==> config.mk <==
export PLATFORM = sky130hd
export DESIGN_NAME = tile_collector
export DESIGN_NICKNAME = d
export VERILOG_FILES = /design/src/rtl/flex_pkg.sv /design/src/rtl/tile_addr_gen.sv /design/src/rtl/tile_collector.sv
export SDC_FILE = /design/constraint.sdc
export NUM_CORES = 1
export LEC_CHECK = 0
export BUFFER_PORTS_ARGS = -buffer_cell sky130_fd_sc_hd__buf_2
export CORE_AREA = 2 2 231 233
export DETAILED_ROUTE_END_ITERATION = 8
export DIE_AREA = 0 0 233 235
export PLACE_DENSITY_LB_ADDON = 0.25
export SLEW_MARGIN = 20
export SYNTH_ARGS = -nofsm -noshare
export SYNTH_HDL_FRONTEND = slang
export SYNTH_SLANG_ARGS = --single-unit
==> constraint.sdc <==
create_clock -name clk -period 7.1 [get_ports clk]
set_input_delay 0.71 -clock clk [delete_from_list [all_inputs] [get_ports clk]]
set_output_delay 0.71 -clock clk [all_outputs]
set_load 0.1 [all_outputs]
==> src/rtl/flex_pkg.sv <==
// Shared types and helpers for the tile collector datapath.
package flex_pkg;

    typedef enum logic [2:0] {
        ST_IDLE  = 3'd0,
        ST_WAIT  = 3'd1,
        ST_DRAIN = 3'd2,
        ST_DONE  = 3'd3,
        ST_ERR   = 3'd4
    } tc_state_e;

    typedef enum logic {
        DRAIN_COL = 1'b0,
        DRAIN_ROW = 1'b1
    } drain_mode_e;

    // Beats needed to drain an m x k tile with the given number of lanes.
    function automatic int tile_beats(input int m, input int k, input int lanes);
        return (m * k) / lanes;
    endfunction

endpackage

==> src/rtl/tile_addr_gen.sv <==
// Purpose: row/col walk over the result tile in column- or row-major order.
// Latency: counters update on the edge that accepts a beat; last is combinational.
// Backpressure: counters hold whenever adv is low.
module tile_addr_gen
    import flex_pkg::*;
#(
    parameter int M     = 4,
    parameter int K     = 4,
    parameter int LANES = 2,
    parameter int RW    = $clog2(M) + 1,
    parameter int CW    = $clog2(K) + 1
) (
    input  logic          clk,
    input  logic          nrst,
    input  logic          clr,
    input  logic          adv,
    input  drain_mode_e   mode,
    output logic [RW-1:0] row,
    output logic [CW-1:0] col,
    output logic          last
);

    localparam logic [RW-1:0] M_R        = RW'(M);
    localparam logic [RW-1:0] LANES_R    = RW'(LANES);
    localparam logic [RW-1:0] R_LAST_COL = RW'(M - LANES);
    localparam logic [RW-1:0] R_LAST_ROW = RW'(M - 1);
    localparam logic [CW-1:0] K_C        = CW'(K);
    localparam logic [CW-1:0] LANES_C    = CW'(LANES);
    localparam logic [CW-1:0] C_LAST_COL = CW'(K - 1);
    localparam logic [CW-1:0] C_LAST_ROW = CW'(K - LANES);

    always_ff @(posedge clk or negedge nrst) begin
        if (!nrst) begin
            row <= '0;
            col <= '0;
        end else if (clr) begin
            row <= '0;
            col <= '0;
        end else if (adv) begin
            if (mode == DRAIN_COL) begin
                if (row + LANES_R == M_R) begin
                    row <= '0;
                    col <= col + CW'(1);
                end else begin
                    row <= row + LANES_R;
                end
            end else begin
                if (col + LANES_C == K_C) begin
                    col <= '0;
                    row <= row + RW'(1);
                end else begin
                    col <= col + LANES_C;
                end
            end
        end
    end

    assign last = (mode == DRAIN_COL) ? ((row == R_LAST_COL) && (col == C_LAST_COL))
                                      : ((row == R_LAST_ROW) && (col == C_LAST_ROW));

endmodule

==> src/rtl/tile_collector.sv <==
// Purpose: waits for dispatch and array completion, then drains the result tile LANES datums per beat.
// Latency: first push one cycle after both completion flags are seen; one beat per cycle thereafter.
// Backpressure: fifo_full stalls the drain in place; push is simply withheld.
module tile_collector
    import flex_pkg::*;
#(
    parameter int M     = 4,
    parameter int K     = 4,
    parameter int LANES = 2,
    parameter int DW    = 32
) (
    input  logic                      clk,
    input  logic                      nrst,
    input  logic                      start,
    input  logic                      mode,
    input  logic                      done_dispatch,
    input  logic                      done,
    input  logic                      err,
    input  logic [M*K-1:0][DW-1:0]    res,
    input  logic                      fifo_full,
    output logic                      fifo_push,
    output logic [LANES*DW-1:0]       fifo_data,
    output logic                      sys_comp_done,
    output logic                      sys_comp_err,
    output logic                      tile_done,
    output logic                      busy
);

    localparam int RW = $clog2(M) + 1;
    localparam int CW = $clog2(K) + 1;
    localparam int IW = (M * K > 1) ? $clog2(M * K) : 1;

    if ((M % LANES) != 0 || (K % LANES) != 0 ||
        tile_beats(M, K, LANES) * LANES != M * K) begin : g_bad_lanes
        $error("tile_collector: LANES must divide both M and K");
    end

    tc_state_e   state_q, state_d;
    drain_mode_e mode_q;
    logic        start_acc;
    logic        err_any;
    logic        last_beat;
    logic [RW-1:0] row;
    logic [CW-1:0] col;

    assign start_acc = start && (state_q == ST_IDLE || state_q == ST_DONE || state_q == ST_ERR);
    // Raw err is included so an error coinciding with the last beat still lands in ERR.
    assign err_any   = err || sys_comp_err;
    assign fifo_push = (state_q == ST_DRAIN) && !fifo_full;
    assign tile_done = (state_q == ST_DONE);
    assign busy      = (state_q == ST_WAIT) || (state_q == ST_DRAIN);

    always_ff @(posedge clk or negedge nrst) begin
        if (!nrst) begin
            state_q       <= ST_IDLE;
            mode_q        <= DRAIN_COL;
            sys_comp_done <= 1'b0;
            sys_comp_err  <= 1'b0;
        end else begin
            state_q <= state_d;
            if (start_acc) begin
                mode_q        <= drain_mode_e'(mode);
                sys_comp_done <= 1'b0;
                sys_comp_err  <= 1'b0;
            end else begin
                sys_comp_done <= sys_comp_done || done;
                sys_comp_err  <= sys_comp_err || err;
            end
        end
    end

    always_comb begin
        state_d = state_q;
        case (state_q)
            ST_IDLE: begin
                if (start) state_d = ST_WAIT;
            end
            ST_WAIT: begin
                if (err_any)                             state_d = ST_ERR;
                else if (done_dispatch && sys_comp_done) state_d = ST_DRAIN;
            end
            ST_DRAIN: begin
                if (err_any)                     state_d = ST_ERR;
                else if (fifo_push && last_beat) state_d = ST_DONE;
            end
            ST_DONE, ST_ERR: begin
                if (start) state_d = ST_WAIT;
            end
            default: state_d = ST_IDLE;
        endcase
    end

    tile_addr_gen #(
        .M     (M),
        .K     (K),
        .LANES (LANES),
        .RW    (RW),
        .CW    (CW)
    ) u_addr (
        .clk  (clk),
        .nrst (nrst),
        .clr  (start_acc),
        .adv  (fifo_push),
        .mode (mode_q),
        .row  (row),
        .col  (col),
        .last (last_beat)
    );

    for (genvar i = 0; i < LANES; i++) begin : g_lane
        logic [IW-1:0] idx;
        assign idx = (mode_q == DRAIN_COL) ? IW'((int'(row) + i) * K + int'(col))
                                           : IW'(int'(row) * K + int'(col) + i);
        assign fifo_data[i*DW +: DW] = fifo_push ? res[idx] : '0;
    end

endmodule

==> summary.md, run 1 <==
| Metric | Value |
|---|---|
| Status | finished clean |
| Sequential share of the synthesized area | 0.03170 |
| Number of H-tree levels | 1 |
| Grt ovf | 0 |
| Die area | 54760 µm² |
| Die extent in x | 233 µm |
| R2r startpoint | state_q[1] |
| Via density | 5.326 |
| Final core utilization | 0.2497 |
| CP Cell Sequence | buf_4 > inv_1 > ha_4 > nand2_2 > o22ai_1 > o32ai_1 > buf_2 |
| Register-to-Register Path Depth | 6 |
| Clock latency on the worst-skew pair | 240 ps |
| First-pass GRT wire length | 69280 µm |
| PnR Total Power | 2.714 mW |
| Synthesis warning total | 0 |
| Routed WL | 47430 µm |
| Cell area after layout | 13040 µm² |
| Worst path top cell family by delay | buffers and inverters |
| Worst setup path class | register to output port |
| Hpwl dp | 37300 µm |
| TritonCTS clock tree | yes |
| Number of synthesized register bits | 12 |
| Post-cts resize count | 0 |
| Starting DRT DRC Count | 725 |
| CP max stage delay | 790 ps |
| Final hold viol count | 0 |
| Die Y | 235 µm |
| CP max-delay cell | nand2_2 |
| CTS buffer count | 3 |
| Unrepaired setup endpoints after global routing | false |
| Worst EP required | 6390 ps |
| Io pins | 589 |
| Async S/R FF share, synth | 1.000 |
| Crit path max fanout | 36 |
| Max Cap Viol | 0 |
| Setup TNS Final | 0 ps |
| Setup crit start kind | register |
| Clock Pin Slew Worst Setup and Hold Paths | 40 ps |
| Reg2Reg Capture Point | u_addr.col[1] |
| Main synth FF type | dfrtp_1 |
| Slew headroom | 0.2970 |
| Postcts setup bufs | 0 |
| Max Slew Vio Count | 0 |
| Worst path depth | 7 |
| Drc violations | 0 |
| Post-Syn Area | 9473 µm² |
| Unique masters post-synth | 39 |
| Cells after synthesis | 787 |
| Vias in the first global route | 11142 |
| Final setup fails | 0 |
| Worst Path Arrival | 4080 ps |
| Worst path bufs/invs | 3 |
| PD cells | 208.1 nW/µm² |
| Post-DP Area | 12930 µm² |
| Gr usage total | 0.1638 |
| Pre-CTS setup slack | 2475 ps |
| IR drop worst, VDD | 0.5246 mV |
| ANT nets after route | 0 |
| Port Buffers | 588 |
| Clk_skew | 2.873 ps |
| Post-Syn Nets | 1316 |
| Detailed-route via count | 10561 |
| Final critical-path required period | 4789 ps |
| Initial antenna violation count | 12 |
| Setup crit end kind | output port |
| Fmax | 0.2088 GHz |
| Share of cells above drive strength 1 | 0.7047 |
| Core region area | 52240 µm² |
| Hold-fix buffers at CTS | 0 |
| P_leak | 5.251 nW |
| Critical Path Start | u_addr.col[0] |
| Number of synthesized flops with an enable pin | 0 |
| Largest net degree at the start of global routing | 127 |
| Reg2Reg Setup Slack | 4560 ps |
| Initial Util | 0.1813 |
| Area grow syn2layout | 37.68% |
| Syn avg cell area | 12.04 µm² |
| Routed len/inst | 23.92 µm |
| Clock sinks | 12 |
| Cell Rows | 84 |
| CTS Root Cell | clkbuf_16 |
| Final nets | 1817 |
| Final Wtd Congestion | 0.8926 |
| Fin crit share | 0.6745 |
| Crit path to | fifo_data[52] |
| Worst-Margin Slew | 1055 ps |
| Router iterations before antenna repair | 7 |
| PnR worst setup slack | 2311 ps |
| CTS Buffer Depth | 2 |
| Hold Path Class | primary input to asynchronous set/reset pin |
[cell usage in the layout (no fill, tap or decap), drive strengths merged]
cell type | Yosys | layout
a21oi | 6 | 6
xor2 | 2 | 2
inv | 8 | 8
o21a | 1 | 1
a211oi | 32 | 32
mux2 | 96 | 96
and2b | 1 | 1
diode | 0 | 8
a22o | 4 | 4
and2 | 34 | 34
mux4 | 224 | 224
mux2i | 64 | 64
o32ai | 33 | 33
o311ai | 1 | 1
nand3b | 2 | 2
or3 | 2 | 2
o22ai | 35 | 35
buf | 65 | 603
nand2b | 2 | 2
nor3b | 1 | 1
a2111oi | 1 | 1
o21ai | 71 | 71
nor2 | 18 | 18
nand2 | 8 | 8
nand4 | 5 | 5
dfrtp | 12 | 12
and3 | 2 | 2
a31o | 1 | 1
xnor2 | 5 | 5
clkbuf | 42 | 4
ha | 9 | 9
[worst min path at each step]
stage	from	endpoint	slack [ps]
finish	nrst	mode_q	350
global route	nrst	sys_comp_done	380
CTS	nrst	sys_comp_done	360
detailed placement	state_q[2]	state_q[1]	540
global placement	state_q[2]	state_q[1]	520
floorplan	nrst	mode_q	410
[metrics by stage]
step	hold WS, ps	instances
floorplan	414.4	787
global placement	520.4	1971
detailed placement	535.7	1971
CTS	358.5	1975
global route	375.4	1981
finish	347.5	1983
[logic make-up (layout without fill, tap and decap cells)]
| kind of cell | Yosys count | in the layout | share of synthesized area |
|---|---|---|---|
| compound gates | 185 | 185 | 0.1269 |
| buf+inv | 115 | 615 | 0.06366 |
| xor+xnor | 7 | 7 | 0.007265 |
| flops | 12 | 12 | 0.03170 |
| simple gates | 75 | 75 | 0.04425 |
| mux | 384 | 384 | 0.7143 |
| fa+ha+maj | 9 | 9 | 0.01189 |
| other cells | 0 | 8 | 0 |
[power breakdown]
| group | leakage [nW] | switching [mW] | internal [mW] |
|---|---|---|---|
| Clock | 0.0442 | 0.0306 | 0.0851 |
| Combinational | 5.05 | 1.26 | 1.24 |
| Sequential | 0.154 | 0.0221 | 0.0788 |
| Total | 5.25 | 1.31 | 1.40 |
[cell usage after synthesis (11+ instances only)]
library cell,number,share of area
mux2_1,36,0.043
mux2_2,60,0.071
o22ai_1,35,0.023
mux4_2,224,0.53
o32ai_1,33,0.031
buf_4,11,0.0087
dfrtp_1,12,0.032
a211oi_1,32,0.025
clkbuf_1,42,0.017
mux2i_1,64,0.068
buf_2,38,0.020
and2_1,34,0.022
o21ai_0,70,0.037
buf_6,11,0.013
nor2_1,17,0.0067
[state kept, by name (all words and copies together), names as in the netlist]
register	flops
mode_q	1
state_q	3
sys_comp_done	1
sys_comp_err	1
u_addr.col	3
u_addr.row	3
[area by class of cell]
cell class,instances,area (µm²)
tap,688,860.8
fill,5608,39190
timing repair buffer,603,3093
inverter,8,30.03
clock buffer,4,88.84
multi-input combinational,660,8645
antenna,8,20.02
sequential,12,305.3
[routing by layer]
metal | global-route usage | up-vias | routed length (µm)
li1 | - | 4459 | -
met5 | 0 | - | 26
met1 | 0.2064 | 5361 | 18610
met2 | 0.2771 | 632 | 23050
met4 | 0.06312 | 4 | 1872
met3 | 0.02840 | 105 | 3872
No activity file was read; power rests on OpenSTA's default activity.
==> run 2, diff against run 1 <==
- ABC_AREA: unset -> 1
- CORE_AREA: 2 2 231 233 -> 2 2 229 231
- DIE_AREA: 0 0 233 235 -> 0 0 231 233
- clock period: 7.1 -> 4.31 ns (I/O delays scaled with it)
==> summary.md, run 2 <==
| Metric | Value |
|---|---|
| Status | finished clean |
| Final setup fails | 0 |
| Max Slew Vio Count | 0 |
| Hold Path Class | primary input to asynchronous set/reset pin |
| Routed WL | 78990 µm |
| Via density | 4.873 |
| Worst-Margin Slew | 1094 ps |
| Critical Path Start | mode_q |
| Port Buffers | 588 |
| Crit path max fanout | 75 |
| Detailed-route via count | 20587 |
| Worst setup path class | register to output port |
| P_leak | 10.95 nW |
| Post-Syn Nets | 3637 |
| ANT nets after route | 0 |
| Largest area contributor in the netlist | nand2_1 |
| Routed len/inst | 18.70 µm |
| Hold-fix buffers at CTS | 0 |
| Largest net degree at the start of global routing | 182 |
| Share of cells above drive strength 1 | 0.1881 |
| Clock latency on the worst-skew pair | 250 ps |
| Setup crit end kind | output port |
| R2r startpoint | u_addr.col[1] |
| Io pins | 589 |
| CTS Buffer Depth | 2 |
| CP max-delay cell | ha_4 |
| Commonest non-fill, non-tap cell in the layout | nand2_1 |
| Fin crit share | 0.9058 |
| Async S/R FF share, synth | 1.000 |
| Clock Pin Slew Worst Setup and Hold Paths | 50 ps |
| Clock sinks | 12 |
| Fillcell total | 6184 |
| Main synth FF type | dfrtp_1 |
| CTS Root Cell | clkbuf_16 |
| Post-cts resize count | 0 |
| Vias in the first global route | 18899 |
| Worst Path Arrival | 3470 ps |
| Number of H-tree levels | 1 |
| Slew headroom | 0.2706 |
| Final hold viol count | 0 |
| Fmax | 0.2562 GHz |
| TritonCTS clock tree | yes |
| Initial Util | 0.2586 |
| Core region area | 51090 µm² |
| Die Y | 233 µm |
| Die area | 53820 µm² |
| Router iterations before antenna repair | 6 |
| Unique masters post-synth | 22 |
| Post-Syn Area | 13220 µm² |
| Unrepaired setup endpoints after global routing | false |
| Cell area after layout | 17110 µm² |
| Most common cell in the synthesized netlist | nand2_1 |
| IR drop worst, VDD | 0.7098 mV |
| Postcts setup bufs | 0 |
| Setup TNS Final | 0 ps |
| Number of synthesized flops with an enable pin | 0 |
| First-pass GRT wire length | 114200 µm |
| Post-DP Area | 16970 µm² |
| Worst path bufs/invs | 4 |
| CP max stage delay | 640 ps |
| Grt ovf | 0 |
| Syn avg cell area | 4.252 µm² |
| Area grow syn2layout | 29.45% |
| Cell Rows | 83 |
| Gr usage total | 0.2779 |
| Drc violations | 0 |
| Max Cap Viol | 0 |
| Synth cell count leaders | nand2_1, inv_1, nand3_1 |
| Sequential share of the synthesized area | 0.02272 |
| Final nets | 4054 |
| PD cells | 840.5 nW/µm² |
| Final Wtd Congestion | 0.9568 |
| CP Cell Sequence | inv_2 > ha_4 > inv_6 > buf_12 > nand2_1 > nand2_1 > nand2_1 > nand2_1 > nand2_1 > nand2_1 > nand2_1 > nand2_1 > nor2_1 > buf_12 |
| Most frequent cells in the layout | nand2_1, buf_2, inv_1, nand3_1, nor2_1 |
| Number of synthesized register bits | 12 |
| Worst EP required | 3880 ps |
| Synth area leaders | nand2_1, nand3_1, inv_1, o21ai_0, buf_2 |
| Clk_skew | 2.590 ps |
| Worst path top cell family by delay | simple AND/OR/NAND/NOR gates |
| Biggest regs | state_q x3, u_addr.col x3, u_addr.row x3 |
| Setup crit start kind | register |
| Final critical-path required period | 3904 ps |
| Most frequent CP cell | nand2_1 |
| Initial antenna violation count | 22 |
| Yosys top cell area share | 0.4672 |
| CTS buffer count | 3 |
| Hpwl dp | 59890 µm |
| Starting DRT DRC Count | 2233 |
| Die extent in x | 231 µm |
| Synthesis warning total | 0 |
| Cells after synthesis | 3108 |
run 2: routing by layer:
metal | track usage | vias to the layer above | part of all wire
met5 | 0 | - | 0.00063
met2 | 0.4588 | 1033 | 0.46
met1 | 0.3395 | 9170 | 0.40
met3 | 0.04926 | 177 | 0.085
li1 | - | 10199 | -
met4 | 0.1573 | 8 | 0.057
run 2: power breakdown:
group,switching [mW],internal [mW]
Sequential,0.135,0.171
Clock,0.0596,0.141
Combinational,10.0,3.87
run 2: final cells by class:
| cell class | count | area (µm²) | share of cell area |
|---|---|---|---|
| timing repair buffer | 628 | 3909 | 0.2285 |
| antenna | 21 | 52.55 | 0.003072 |
| clock buffer | 4 | 88.84 | 0.005193 |
| sequential | 12 | 307.8 | 0.01799 |
| tap | 680 | 850.8 | 0.04973 |
| inverter | 465 | 1763 | 0.1030 |
| multi-input combinational | 2415 | 10140 | 0.5925 |
run 2: logic make-up (layout without fill, tap and decap cells):
| family | after synthesis | after routing | synth area share |
|---|---|---|---|
| and+or+nand+nor | 2197 | 2197 | 0.6685 |
| buffers and inverters | 681 | 1097 | 0.2147 |
| DFF | 12 | 12 | 0.02272 |
| adders and majority gates | 9 | 9 | 0.008521 |
| AOI/OAI and AO/OA | 209 | 209 | 0.08549 |
| other | 0 | 21 | 0 |
run 2: path summary, 6_finish.rpt:
check	end	slack, ps	depth (start not counted)
hold reg to reg	state_q[1]	520	2
min in group clk	sys_comp_done	420	3
hold / removal	sys_comp_err	80	1
setup reg to reg	u_addr.row[1]	2330	8
setup / recovery	fifo_data[61]	410	14
max in group asynchronous	u_addr.col[0]	3950	1
run 2: stage by stage:
step	util	setup WS, ps	power, mW	hold slack (ps)	cells
after floorplan	-	582.0	9.706	135.4	3108
after global placement	0.3321	722.9	14.06	343.3	4200
after detailed placement	0.3321	719.6	14.07	348.0	4200
after CTS	0.3338	449.9	14.31	84.29	4204
after global routing	0.3345	161.2	15.78	97.01	4219
final	0.3348	406.1	14.38	80.71	4225
==> run 3, diff against run 2 <==
- HOLD_SLACK_MARGIN: unset -> 0.15
==> summary.md, run 3 (synthesis gave the netlist of run 2 again) <==
| Metric | Value |
|---|---|
| Routed WL | 79010 µm |
| Hold Path Class | primary input to register |
| Die area | 53820 µm² |
| Starting DRT DRC Count | 2172 |
| CTS Buffer Depth | 2 |
| Commonest non-fill, non-tap cell in the layout | nand2_1 |
| Hpwl dp | 59890 µm |
| Most frequent cells in the layout | nand2_1, buf_2, inv_1, nand3_1, nor2_1 |
| Clock Pin Slew Worst Setup and Hold Paths | 50 ps |
| Cell Rows | 83 |
| ANT nets after route | 0 |
| Core region area | 51090 µm² |
| CP max stage delay | 640 ps |
| Most frequent CP cell | nand2_1 |
| Grt ovf | 0 |
| Area grow syn2layout | 29.51% |
| Worst EP required | 3880 ps |
| Setup TNS Final | 0 ps |
| TritonCTS clock tree | yes |
| Vias in the first global route | 18913 |
| CP Cell Sequence | inv_2 > ha_4 > inv_6 > buf_4 > nand2_1 > nand2_1 > nand2_1 > nand2_1 > nand2_1 > nand2_1 > nand2_1 > nand2_1 > nor2_1 > buf_12 |
| Hold-fix buffers at CTS | 1 |
| Worst-Margin Slew | 1115 ps |
| Setup crit end kind | output port |
| Clk network pwr share | 0.014 |
| Routed len/inst | 18.70 µm |
| Detailed-route via count | 20557 |
| Status | finished clean |
| Fillcell total | 6182 |
| Final Wtd Congestion | 0.9568 |
| Final setup fails | 0 |
| Biggest regs | state_q x3, u_addr.col x3, u_addr.row x3 |
| Hold depth | 3 |
| Non-filler instance count after layout | 4225 |
| Port Buffers | 588 |
| Number of H-tree levels | 1 |
| Max Slew Vio Count | 0 |
| Fin crit share | 0.9074 |
| CP max-delay cell | ha_4 |
| Crit path max fanout | 38 |
| Clock sinks | 12 |
| PD cells | 840.5 nW/µm² |
| Clk_skew | 3.147 ps |
| Final nets | 4055 |
| Switching share of power | 0.7094 |
| Largest net degree at the start of global routing | 182 |
| First-pass GRT wire length | 114300 µm |
| Placed cell count | 4200 |
| Comb pwr share | 0.965 |
| Psw | 10.20 mW |
| Unrepaired setup endpoints after global routing | false |
| Postcts setup bufs | 0 |
| Final critical-path required period | 3911 ps |
| CTS buffer count | 3 |
| Max Cap Viol | 0 |
| Drc violations | 0 |
| Die extent in x | 231 µm |
| Seq pwr share | 0.021 |
| Initial antenna violation count | 22 |
| Die Y | 233 µm |
| Pre-CTS setup slack | 719.6 ps |
| Fmax | 0.2557 GHz |
| Via density | 4.866 |
| Post-cts resize count | 0 |
| PnR worst setup slack | 399.2 ps |
| IR drop worst, VDD | 0.7093 mV |
| Internal Pwr Total | 4.180 mW |
| Worst setup path class | register to output port |
| P_leak | 10.96 nW |
| CTS Root Cell | clkbuf_16 |
| Final hold viol count | 0 |
| Initial Util | 0.2586 |
| Setup crit start kind | register |
| Io pins | 589 |
| Clock latency on the worst-skew pair | 250 ps |
| Worst Path Arrival | 3480 ps |
| Router iterations before antenna repair | 8 |
| Slew headroom | 0.2564 |
| Share of cells above drive strength 1 | 0.1881 |
| Gr usage total | 0.2779 |
| Register-to-Register Path Depth | 8 |
-- run 3: changes by cell type in the layout (fill, tap and decap cells not counted) --
cell / change
diode_2: -1
dlygate4sd3_1: +1
-- run 3: power by group through the flow --
stage	clock, mW	combinational [mW]	sequential [mW]
floorplan	0	9.43	0.277
global placement	0	13.8	0.304
detailed placement	0	13.8	0.304
CTS	0.204	13.8	0.301
global route	0.208	15.3	0.316
finish	0.201	13.9	0.306
-- run 3: path summary, 6_finish.rpt --
kind	slack (ps)	start	end
setup reg to reg	2320	u_addr.col[1]	u_addr.row[1]
max in group asynchronous	3410	nrst	u_addr.col[0]
hold / removal	420	done	sys_comp_done
hold reg to reg	520	state_q[1]	state_q[1]
setup / recovery	400	mode_q	fifo_data[49]
min in group asynchronous	620	nrst	sys_comp_err
-- run 3: through the flow --
| stage | hold WS, ps | utilization | power, mW | area (µm²) |
|---|---|---|---|---|
| after floorplan | 135.4 | - | 9.706 | 13220 |
| after global placement | 343.3 | 0.3321 | 14.06 | 16970 |
| after detailed placement | 348.0 | 0.3321 | 14.07 | 16970 |
| after CTS | 415.5 | 0.3340 | 14.31 | 17070 |
| after global routing | 429.3 | 0.3347 | 15.79 | 17100 |
| final | 420.0 | 0.3350 | 14.38 | 17120 |
-- run 3: critical path: cells and delay by family, from the launching register on --
family / cells / cell delay (ps)
AND/OR/NAND/NOR: 9 / 970
buffers and inverters: 4 / 960
adder cells (fa/ha/maj): 1 / 640
flip-flops: 1 / 630
-- run 3: final cells by class --
type / count / area [µm²] / share of cell area
multi-input cells: 2415 / 10140 / 0.5922
repair buffers: 629 / 3919 / 0.2290
inverters: 465 / 1763 / 0.1030
well taps: 680 / 850.8 / 0.04971
flip-flops and latches: 12 / 307.8 / 0.01798
clock buffers: 4 / 88.84 / 0.005190
diodes: 20 / 50.05 / 0.002924
-- run 3: routing by layer --
layer  vias to the layer above  track usage  wire length (µm)
li1                      10200            -                 -
met1                      9107       0.3395             31090
met2                      1051       0.4590             36300
met3                       191      0.04939              6932
met4                         8       0.1573              4641
met5                         -            0                50
